[src/rtl/reg_access_arbiter_if.sv]
// rtl/reg_access_arbiter_if.sv - requester ports and register bank port of reg_access_arbiter
interface reg_access_arbiter_if #(
  parameter int DATA_W = 32,
  parameter int BE_W   = DATA_W / 8,
  parameter int ADDR_W = 8
);
  logic              a_req;
  logic              a_we;
  logic [ADDR_W-1:0] a_addr;
  logic [DATA_W-1:0] a_wdata;
  logic [BE_W-1:0]   a_be;
  logic              a_ack;
  logic              a_err;
  logic [DATA_W-1:0] a_rdata;

  logic              b_req;
  logic              b_we;
  logic [ADDR_W-1:0] b_addr;
  logic [DATA_W-1:0] b_wdata;
  logic [BE_W-1:0]   b_be;
  logic              b_ack;
  logic              b_err;
  logic [DATA_W-1:0] b_rdata;

  logic [ADDR_W-1:0] bank_addr;
  logic [DATA_W-1:0] bank_wr_data;
  logic [DATA_W-1:0] bank_enb;
  logic [DATA_W-1:0] bank_rd_data;

  modport master (
    output a_req, a_we, a_addr, a_wdata, a_be,
    input  a_ack, a_err, a_rdata,
    output b_req, b_we, b_addr, b_wdata, b_be,
    input  b_ack, b_err, b_rdata,
    input  bank_addr, bank_wr_data, bank_enb,
    output bank_rd_data
  );

  modport slave (
    input  a_req, a_we, a_addr, a_wdata, a_be,
    output a_ack, a_err, a_rdata,
    input  b_req, b_we, b_addr, b_wdata, b_be,
    output b_ack, b_err, b_rdata,
    output bank_addr, bank_wr_data, bank_enb,
    input  bank_rd_data
  );
endinterface

[src/rtl/reg_access_arbiter.sv]
// rtl/reg_access_arbiter.sv - round-robin two-port arbiter onto the SD host register bank
module reg_access_arbiter #(
  parameter int DATA_W   = 32,
  parameter int BE_W     = DATA_W / 8,
  parameter int ADDR_W   = 8,
  parameter int NUM_REGS = 64
) (
  input logic                 clk,
  input logic                 reset,
  reg_access_arbiter_if.slave bus
);
  typedef enum logic [1:0] {IDLE, ACCESS, DONE} state_t;

  localparam logic [ADDR_W:0] LIMIT = (ADDR_W + 1)'(NUM_REGS);

  state_t            state, state_nxt;
  logic              last_grant;  // 0 = port A, 1 = port B
  logic              sel;
  logic              grant_a, grant_b;
  logic              we_q;
  logic [BE_W-1:0]   be_q;
  logic [ADDR_W-1:0] addr_q;
  logic [DATA_W-1:0] wdata_q;
  logic [DATA_W-1:0] a_rdata_q, b_rdata_q;
  logic [DATA_W-1:0] mask;
  logic              in_range;

  assign in_range          = ({1'b0, addr_q} < LIMIT);
  assign bus.bank_addr     = addr_q;
  assign bus.bank_wr_data  = wdata_q;
  assign bus.a_rdata       = a_rdata_q;
  assign bus.b_rdata       = b_rdata_q;

  always_comb begin
    mask = '0;
    for (int i = 0; i < BE_W; i++) begin
      mask[8*i +: 8] = {8{be_q[i]}};
    end
  end

  always_ff @(posedge clk or posedge reset) begin
    if (reset) begin
      state <= IDLE;
    end else begin
      state <= state_nxt;
    end
  end

  always_comb begin
    state_nxt    = state;
    grant_a      = 1'b0;
    grant_b      = 1'b0;
    bus.bank_enb = '0;
    bus.a_ack    = 1'b0;
    bus.a_err    = 1'b0;
    bus.b_ack    = 1'b0;
    bus.b_err    = 1'b0;
    case (state)
      IDLE: begin
        // On contention the port that did not win last time gets the bank.
        grant_a = bus.a_req && (!bus.b_req || last_grant);
        grant_b = bus.b_req && (!bus.a_req || !last_grant);
        if (grant_a || grant_b) begin
          state_nxt = ACCESS;
        end
      end
      ACCESS: begin
        if (we_q && in_range) begin
          bus.bank_enb = mask;
        end
        state_nxt = DONE;
      end
      DONE: begin
        bus.a_ack = !sel;
        bus.a_err = !sel && !in_range;
        bus.b_ack = sel;
        bus.b_err = sel && !in_range;
        state_nxt = IDLE;
      end
      default: state_nxt = IDLE;
    endcase
  end

  always_ff @(posedge clk or posedge reset) begin
    if (reset) begin
      last_grant <= 1'b1;
      sel        <= 1'b0;
      we_q       <= 1'b0;
      be_q       <= '0;
      addr_q     <= '0;
      wdata_q    <= '0;
      a_rdata_q  <= '0;
      b_rdata_q  <= '0;
    end else begin
      if (grant_a) begin
        sel        <= 1'b0;
        last_grant <= 1'b0;
        we_q       <= bus.a_we;
        be_q       <= bus.a_be;
        addr_q     <= bus.a_addr;
        wdata_q    <= bus.a_wdata;
      end else if (grant_b) begin
        sel        <= 1'b1;
        last_grant <= 1'b1;
        we_q       <= bus.b_we;
        be_q       <= bus.b_be;
        addr_q     <= bus.b_addr;
        wdata_q    <= bus.b_wdata;
      end
      if (state == ACCESS && !we_q) begin
        if (!sel) begin
          a_rdata_q <= in_range ? bus.bank_rd_data : '0;
        end else begin
          b_rdata_q <= in_range ? bus.bank_rd_data : '0;
        end
      end
    end
  end
endmodule
[src/flat_wrapper.sv]
// flat-port wrapper written by rule: the top's interface ports become plain ports
module reg_access_arbiter_flat 
#(
  parameter int DATA_W   = 32,
  parameter int BE_W     = DATA_W / 8,
  parameter int ADDR_W   = 8,
  parameter int NUM_REGS = 64
)
  (clk, reset, bus_a_req, bus_a_we, bus_a_addr, bus_a_wdata, bus_a_be, bus_a_ack, bus_a_err, bus_a_rdata, bus_b_req, bus_b_we, bus_b_addr, bus_b_wdata, bus_b_be, bus_b_ack, bus_b_err, bus_b_rdata, bus_bank_addr, bus_bank_wr_data, bus_bank_enb, bus_bank_rd_data);
  reg_access_arbiter_if #(.DATA_W(DATA_W), .BE_W(BE_W), .ADDR_W(ADDR_W)) bus_i ();
  input logic clk;
  input logic reset;
  input wire logic [$bits(bus_i.a_req)-1:0] bus_a_req;
  input wire logic [$bits(bus_i.a_we)-1:0] bus_a_we;
  input wire logic [$bits(bus_i.a_addr)-1:0] bus_a_addr;
  input wire logic [$bits(bus_i.a_wdata)-1:0] bus_a_wdata;
  input wire logic [$bits(bus_i.a_be)-1:0] bus_a_be;
  output wire logic [$bits(bus_i.a_ack)-1:0] bus_a_ack;
  output wire logic [$bits(bus_i.a_err)-1:0] bus_a_err;
  output wire logic [$bits(bus_i.a_rdata)-1:0] bus_a_rdata;
  input wire logic [$bits(bus_i.b_req)-1:0] bus_b_req;
  input wire logic [$bits(bus_i.b_we)-1:0] bus_b_we;
  input wire logic [$bits(bus_i.b_addr)-1:0] bus_b_addr;
  input wire logic [$bits(bus_i.b_wdata)-1:0] bus_b_wdata;
  input wire logic [$bits(bus_i.b_be)-1:0] bus_b_be;
  output wire logic [$bits(bus_i.b_ack)-1:0] bus_b_ack;
  output wire logic [$bits(bus_i.b_err)-1:0] bus_b_err;
  output wire logic [$bits(bus_i.b_rdata)-1:0] bus_b_rdata;
  output wire logic [$bits(bus_i.bank_addr)-1:0] bus_bank_addr;
  output wire logic [$bits(bus_i.bank_wr_data)-1:0] bus_bank_wr_data;
  output wire logic [$bits(bus_i.bank_enb)-1:0] bus_bank_enb;
  input wire logic [$bits(bus_i.bank_rd_data)-1:0] bus_bank_rd_data;
  assign bus_i.a_req = bus_a_req;
  assign bus_i.a_we = bus_a_we;
  assign bus_i.a_addr = bus_a_addr;
  assign bus_i.a_wdata = bus_a_wdata;
  assign bus_i.a_be = bus_a_be;
  assign bus_a_ack = bus_i.a_ack;
  assign bus_a_err = bus_i.a_err;
  assign bus_a_rdata = bus_i.a_rdata;
  assign bus_i.b_req = bus_b_req;
  assign bus_i.b_we = bus_b_we;
  assign bus_i.b_addr = bus_b_addr;
  assign bus_i.b_wdata = bus_b_wdata;
  assign bus_i.b_be = bus_b_be;
  assign bus_b_ack = bus_i.b_ack;
  assign bus_b_err = bus_i.b_err;
  assign bus_b_rdata = bus_i.b_rdata;
  assign bus_bank_addr = bus_i.bank_addr;
  assign bus_bank_wr_data = bus_i.bank_wr_data;
  assign bus_bank_enb = bus_i.bank_enb;
  assign bus_i.bank_rd_data = bus_bank_rd_data;
  reg_access_arbiter #(.DATA_W(DATA_W), .BE_W(BE_W), .ADDR_W(ADDR_W), .NUM_REGS(NUM_REGS)) u_core (.clk(clk), .reset(reset), .bus(bus_i));
endmodule
[config.mk]
export PLATFORM = sky130hd
export DESIGN_NAME = reg_access_arbiter_flat
export DESIGN_NICKNAME = d
export VERILOG_FILES = /design/src/rtl/reg_access_arbiter_if.sv /design/src/rtl/reg_access_arbiter.sv /design/src/flat_wrapper.sv
export SDC_FILE = /design/constraint.sdc
export NUM_CORES = 1
export LEC_CHECK = 0
export ABC_AREA = 0
export BUFFER_PORTS_ARGS = -buffer_cell sky130_fd_sc_hd__buf_4
export CORE_ASPECT_RATIO = 1.25
export CORE_MARGIN = 2
export CORE_UTILIZATION = 45
export DETAILED_ROUTE_END_ITERATION = 6
export PLACE_DENSITY = 0.8
export SYNTH_ARGS = -nofsm -noshare
export SYNTH_HDL_FRONTEND = slang
export SYNTH_SLANG_ARGS = --single-unit
[constraint.sdc]
create_clock -name clk -period 4.5 [get_ports clk]
set_input_delay 0.225 -clock clk [delete_from_list [all_inputs] [get_ports clk]]
set_output_delay 0.225 -clock clk [all_outputs]
set_load 0.01 [all_outputs]
==> flow_summary.yaml, run 1 <==
sta:
  drv_slew: 0
  fin_worst_skew_ns: 0.0103
  fin_setup_tns_ns: 0
  finalSetupViolCount: 0
  fin_crit_sh: 0.525
  post-route-min-period_ns: 2.36
  hold_viol_final: 0
  rsz0062_at_grt: "false"
  worstMarginPinSlew_ns: 0.894
  relSlewSlack: 0.404
  fmax_mhz: 424
synthesis:
  yosys.area.top_type: "dfrtp_1"
  synth_top_area_share: 0.550
  ys_types: 30
  synthTopCellsByArea: "dfrtp_1 55%, o221a_2 9.9%, nand4b_1 7.7%"
  async_flop_share: 1.00
  syn_area_per_cell_um2: 11.2
  synthTopCellsByCount: "112 x dfrtp_1, 97 x nand2_1, 45 x nand4b_1, 45 x o221a_2, 30 x o21ai_0"
  synth_seq_cells: 113
  yosysMostFrequentCell: "dfrtp_1"
  yosysWarnings: 0
  synth_area_um2: 5090
  synthFlopType: "dfrtp_1"
  synth-edff-count: 0
  synth.net_count: 581
  synth_cells: 455
  yosysSeqAreaShare: 0.555
routing:
  route.met2.wl_um: 7000
  drt-pass1-iter-count: 4
  top_layer_used: "met4"
  drt_wl_total_um: 13900
  drc: 0
  postRouteAntennaNets: 0
  via_count: 4456
  routedWlPerCell_um: 16.9
  route.met3.wl_um: 1210
  avgViaCountPerCell: 5.41
  wl_met1_um: 5500
  drt_iter0_markers: 158
power_and_ir_drop:
  switching_share: 0.341
  p_per_area_nw_per_um2: 681
  seqPwrFrac: 0.339
  p_int_mw: 3.36
  combinationalPowerShare: 0.393
  switchingPower_mw: 1.74
  pwr-share-clk: 0.268
  vdd_drop_max_v: 0.000326
  total_leakage_power_nw: 3.54
  power_mw: 5.11
clock_tree:
  clkTransAtPathRegs_ns: 0.05
  clock_sinks: 113
  cts_buffers: 17
  clk-insertion-delay-late_ns: 0.41
  cts_tree: "yes"
  cts_hold_buf: 0
  cts_max_path_buffers: 2
  ctsHtreeMaxLevel: 4
  cts-resized-gates: 0
  cts_setup_buffers: 0
  cts_root_buffer: "clkbuf_16"
grt:
  grt_pass1_vias: 4315
  grt_pass1_wl_um: 21500
  grt_max_degree: 77
  overflow: 0
  antenna_found_initial: 0
  track_usage: 0.225
floorplanning:
  core_um2: 11100
  rows: 43
  fp.dieArea_um2: 12200
  die_y_um: 123
  die_width_um: 99.2
  start_util: 0.460
  ios: 266
placed_design:
  io_buffers: 265
  gp_congestion: 0.815
  place_area_um2: 6890
  place_hpwl_um: 9860
layout:
  n_antenna_cell: 0
  drive_gt1_frac: 0.553
  syn2layout_area_growth_pct: 47.2
  nets: 802
  nFillCells: 848
  fin_area_um2: 7500
critical_path:
  reg2regPathDepth: 5
  cp.required_ns: 4.28
  cp_data_arrival_time_ns: 2.14
  rrSetupSlack_ns: 2.21
  r2r-start: "u_core.state[1]$_DFFE_PP0P_"
  endpoint_kind: "output pin"
  critPathMaxFanout: 12
  crit_type: "reg -> out"
  cp-start-kind: "flop"
  r2r-end: "u_core.bus.bank_addr[2]$_DFFE_PP0P_"
outcome:
  status: "complete, no violations"
min_path:
  hold_path.class: "in -> async"
run:
  maxCapViolations: 0
[per-stage QoR]
step                      instances  utilization  hold slack [ns]  setup slack [ns]
final                           824        0.677           0.0107              2.14
after global routing            824        0.677           0.0727              1.97
after CTS                       824        0.677           0.0532              2.09
after detailed placement        792        0.622            0.470              2.22
after global placement          792        0.622            0.464              2.33
after floorplan                 455            -            0.369              1.29
[sequential cells by signal, indices dropped and copies added, names as in the netlist]
| name | count |
|---|---|
| u_core.last_grant | 1 |
| u_core.bus.bank_addr | 8 |
| u_core.be_q | 4 |
| u_core.state | 2 |
| u_core.we_q | 1 |
| u_core.bus.bank_wr_data | 32 |
| u_core.bus.b_rdata | 32 |
| u_core.bus.a_rdata | 32 |
| u_core.sel | 1 |
[metal layers]
layer / vias to the layer above / track usage
li1: 2082 / -
met1: 2133 / 0.274
met2: 219 / 0.374
met3: 22 / 0.0786
met4: 0 / 0.0728
met5: - / 0
[cell type report]
class / instances / area (um2) / share of cell area
Sequential cell: 113 / 2830 / 0.377
Timing Repair Buffer: 271 / 2030 / 0.271
Clock inverter: 10 / 133 / 0.0177
Tap cell: 135 / 169 / 0.0225
Clock buffer: 22 / 474 / 0.0632
Multi-Input combinational cell: 272 / 1850 / 0.247
Inverter: 1 / 6.26 / 0.000834
[power groups by stage]
| stage | logic (mW) | clock network, mW | registers (mW) |
|---|---|---|---|
| 2_1_floorplan | 1.00 | 0 | 1.84 |
| 3_3_place_gp | 1.96 | 0 | 1.72 |
| 3_5_place_dp | 2.03 | 0 | 1.73 |
| 4_1_cts | 2.03 | 1.38 | 1.73 |
| 5_1_grt | 2.17 | 1.43 | 1.78 |
| 6_report | 2.01 | 1.37 | 1.73 |
[how the worst max path moves through the flow]
stage | start | slack [ns] | endpoint
2_1_floorplan | reset | 1.29 | u_core.be_q[0]$_DFFE_PP0P_
3_3_place_gp | u_core.state[1]$_DFFE_PP0P_ | 2.33 | u_core.bus.bank_wr_data[5]$_DFFE_PP0P_
3_5_place_dp | u_core.state[1]$_DFFE_PP0P_ | 2.22 | u_core.bus.bank_addr[2]$_DFFE_PP0P_
4_1_cts | u_core.bus.bank_addr[6]$_DFFE_PP0P_ | 2.09 | bus_bank_enb[6]
5_1_grt | u_core.bus.bank_addr[6]$_DFFE_PP0P_ | 1.97 | bus_bank_enb[7]
6_report | u_core.bus.bank_addr[6]$_DFFE_PP0P_ | 2.14 | bus_bank_enb[6]
[layout by cell type, fill, tap and decap left out, types with 4 or more instances in the layout]
master / n
dfrtp_1: 112
nand4b_1: 45
o21ai_2: 27
clkbuf_16: 17
nand2_1: 97
buf_4: 271
o221a_2: 45
o21ai_1: 7
o21ai_0: 30
clkinv_2: 4
and2_1: 4
[worst max-delay path: stages (launching register included)]
cell and delay, ns:
dfrtp_1 0.43, nor2_2 0.49, and3_1 0.30, and2_1 0.32, buf_4 0.19
[cells by family (layout without fill, tap and decap cells)]
group	after synthesis	after routing	share of synthesized area
flops	113	113	0.555
buf+inv	70	304	0.0847
simple gates	158	158	0.172
compound gates	114	114	0.188
Power figures use the tool's default switching activity.
==> run 2, diff against run 1 <==
--- a/config.mk
+++ b/config.mk
@@ -5,13 +5,13 @@
 export SDC_FILE = /design/constraint.sdc
 export NUM_CORES = 1
 export LEC_CHECK = 0
-export ABC_AREA = 0
+export ABC_AREA = 1
 export BUFFER_PORTS_ARGS = -buffer_cell sky130_fd_sc_hd__buf_4
 export CORE_ASPECT_RATIO = 1.25
 export CORE_MARGIN = 2
-export CORE_UTILIZATION = 45
+export CORE_UTILIZATION = 43
 export DETAILED_ROUTE_END_ITERATION = 6
-export PLACE_DENSITY = 0.8
+export PLACE_DENSITY = 0.78
 export SYNTH_ARGS = -nofsm -noshare
 export SYNTH_HDL_FRONTEND = slang
 export SYNTH_SLANG_ARGS = --single-unit
==> constraint.sdc (replaced) <==
create_clock -name clk -period 2.1 [get_ports clk]
set_input_delay 0.105 -clock clk [delete_from_list [all_inputs] [get_ports clk]]
set_output_delay 0.105 -clock clk [all_outputs]
set_load 0.01 [all_outputs]
==> run 2 against run 1 <==
Setup slack worse by 2.0 ns; clock power is 140% higher; combinational power increased to 2.8 times the previous value; global-route usage grew 0.99 points; via count rose by 27%; clock skew down 0.0032 ns; flip-flop and latch count stayed put; critical path depth increased by 5; final cell count grew 53%; total power increased to 2.5 times the previous value; non-clock buffer count rose by 64; register-to-register slack worse by 2.0 ns; largest cell class unchanged; largest power group unchanged.
==> flow_summary.yaml, run 2 <==
floorplanning:
  ios: 266
  core_um2: 13100
  rows: 47
  die_y_um: 133
  start_util: 0.437
  fp.dieArea_um2: 14300
  die_width_um: 107
clock_tree:
  clkTransAtPathRegs_ns: 0.06
  clock_sinks: 113
  ctsHtreeMaxLevel: 4
  cts_buffers: 17
  cts_setup_buffers: 0
  clk-insertion-delay-late_ns: 0.41
  cts_max_path_buffers: 2
  cts_tree: "yes"
  cts_root_buffer: "clkbuf_16"
grt:
  grt_pass1_vias: 5528
  overflow: 0
  track_usage: 0.234
  antenna_found_initial: 0
  grt_max_degree: 114
  grt_pass1_wl_um: 26400
sta:
  finalSetupViolCount: 0
  fmax_mhz: 517
  hold_viol_final: 0
  fin_worst_skew_ns: 0.00709
  drv_slew: 0
  worstMarginPinSlew_ns: 0.605
  fin_crit_sh: 0.921
  post-route-min-period_ns: 1.93
  relSlewSlack: 0.597
  setup_ws_ns: 0.167
  hold_slack_ns: 0.0138
  rsz0062_at_grt: "true"
layout:
  fin_cells: 1260
  fin_area_um2: 8990
  nets: 1202
  nFillCells: 1028
  mostFrequentLayoutCells: "266 x buf_4, 251 x nand2_1, 149 x inv_1"
  mostFrequentLayoutCell: "buf_4"
  n_antenna_cell: 0
  drive_gt1_frac: 0.317
  syn2layout_area_growth_pct: 56.9
routing:
  drc: 0
  drt_wl_total_um: 16500
  postRouteAntennaNets: 0
  drt_iter0_markers: 318
  avgViaCountPerCell: 4.50
  via_count: 5673
  routedWlPerCell_um: 13.1
  drt-pass1-iter-count: 4
synthesis:
  yosysWarnings: 0
  synthTopCellsByCount: "252 x nand2_1, 150 x inv_1, 130 x nor2_1"
  async_flop_share: 1.00
  syn_area_per_cell_um2: 7.33
  synthFlopType: "dfrtp_1"
  synth_area_um2: 5730
  synth.net_count: 908
  synth_cells: 782
  synth-edff-count: 0
  ys_types: 18
  synth_top_area_share: 0.489
  yosys.area.top_type: "dfrtp_1"
  yosysSeqAreaShare: 0.494
  yosysMostFrequentCell: "nand2_1"
  synth_seq_cells: 113
  synthTopCellsByArea: "dfrtp_1 49%, nand2_1 17%, inv_1 9.8%"
critical_path:
  cp.required_ns: 2.40
  critPathMaxFanout: 45
  crit_start: "u_core.last_grant$_DFFE_PP1P_"
  cp-start-kind: "flop"
  r2r-start: "u_core.last_grant$_DFFE_PP1P_"
  crit_type: "reg -> reg"
  endpoint_kind: "flop"
  cp_data_arrival_time_ns: 2.23
placed_design:
  gp_congestion: 0.779
  dp.cells: 1165
  place_ws_ns: 0.599
  place_hpwl_um: 10200
  io_buffers: 265
  place_area_um2: 7670
power_and_ir_drop:
  total_leakage_power_nw: 5.03
  power_mw: 12.8
  vdd_drop_max_v: 0.000726
  p_per_area_nw_per_um2: 1430
outcome:
  status: "complete, no violations"
run:
  maxCapViolations: 0
min_path:
  hp-start: "bus_a_addr[3]"
  hold_path.class: "in -> reg"
[run 2: kinds of logic (layout without fill, tap and decap cells)]
group	after synthesis	in the layout	share of synthesized area
AOI/OAI and AO/OA	66	66	0.0773
buffers and inverters	211	518	0.165
DFF	113	113	0.494
and+or+nand+nor	392	392	0.264
[run 2: path summary, 6_finish.rpt]
| kind | to | slack [ns] | cells past startpoint |
|---|---|---|---|
| setup reg to reg | u_core.bus.bank_wr_data[15]$_DFFE_PP0P_ | 0.17 | 9 |
| max in group asynchronous | u_core.bus.bank_wr_data[31]$_DFFE_PP0P_ | 1.21 | 4 |
| hold reg to reg | u_core.bus.bank_wr_data[14]$_DFFE_PP0P_ | 0.48 | 2 |
| hold / removal | u_core.bus.bank_addr[3]$_DFFE_PP0P_ | 0.01 | 5 |
| min in group asynchronous | u_core.bus.a_rdata[22]$_DFFE_PP0P_ | 0.43 | 4 |
| setup / recovery | u_core.bus.bank_wr_data[15]$_DFFE_PP0P_ | 0.17 | 9 |
[run 2: where the power goes]
part	total [mW]	internal (mW)	switching, mW
clock	3.34	2.29	1.04
combinational	5.66	2.55	3.11
sequential	3.83	3.22	0.618
total	12.8	8.06	4.77
[run 2: per-layer routing]
metal	wire length (um)	vias to the layer above	share of wire	track usage
li1	-	2822	-	-
met1	6530	2564	0.40	0.279
met2	8020	247	0.49	0.386
met3	1450	40	0.088	0.0739
met4	497	0	0.030	0.105
met5	0	-	0	0
[run 2: area by class of cell]
cell class	instances	area [um2]	area share
Clock buffer	19	453	0.0504
Multi-Input combinational cell	458	1960	0.218
Tap cell	171	214	0.0238
Sequential cell	113	2830	0.315
Clock inverter	13	231	0.0257
Timing Repair Buffer	335	2730	0.304
Inverter	151	571	0.0635
[run 2: worst max-delay path: stages (launching register included)]
cell	delay, ns
dfstp_2	0.52
inv_1	0.04
nand2_1	0.08
nand2_1	0.07
buf_6	0.21
nor2_1	0.12
nor2_1	0.05
nand2_1	0.08
dlygate4sd3_1	0.56
nand2_1	0.07
[run 2: through the flow]
step	utilization	TNS [ns]
after floorplan	-	0
after global placement	0.585	0
after detailed placement	0.585	0
after CTS	0.685	0
after global routing	0.686	-0.243
final	0.686	0
[run 2: what timing repair did]
action	CTS	global route
hold buffers	63	0
gates resized for setup	0	3
endpoints found under the hold margin	157	0
setup endpoints to repair	0	28
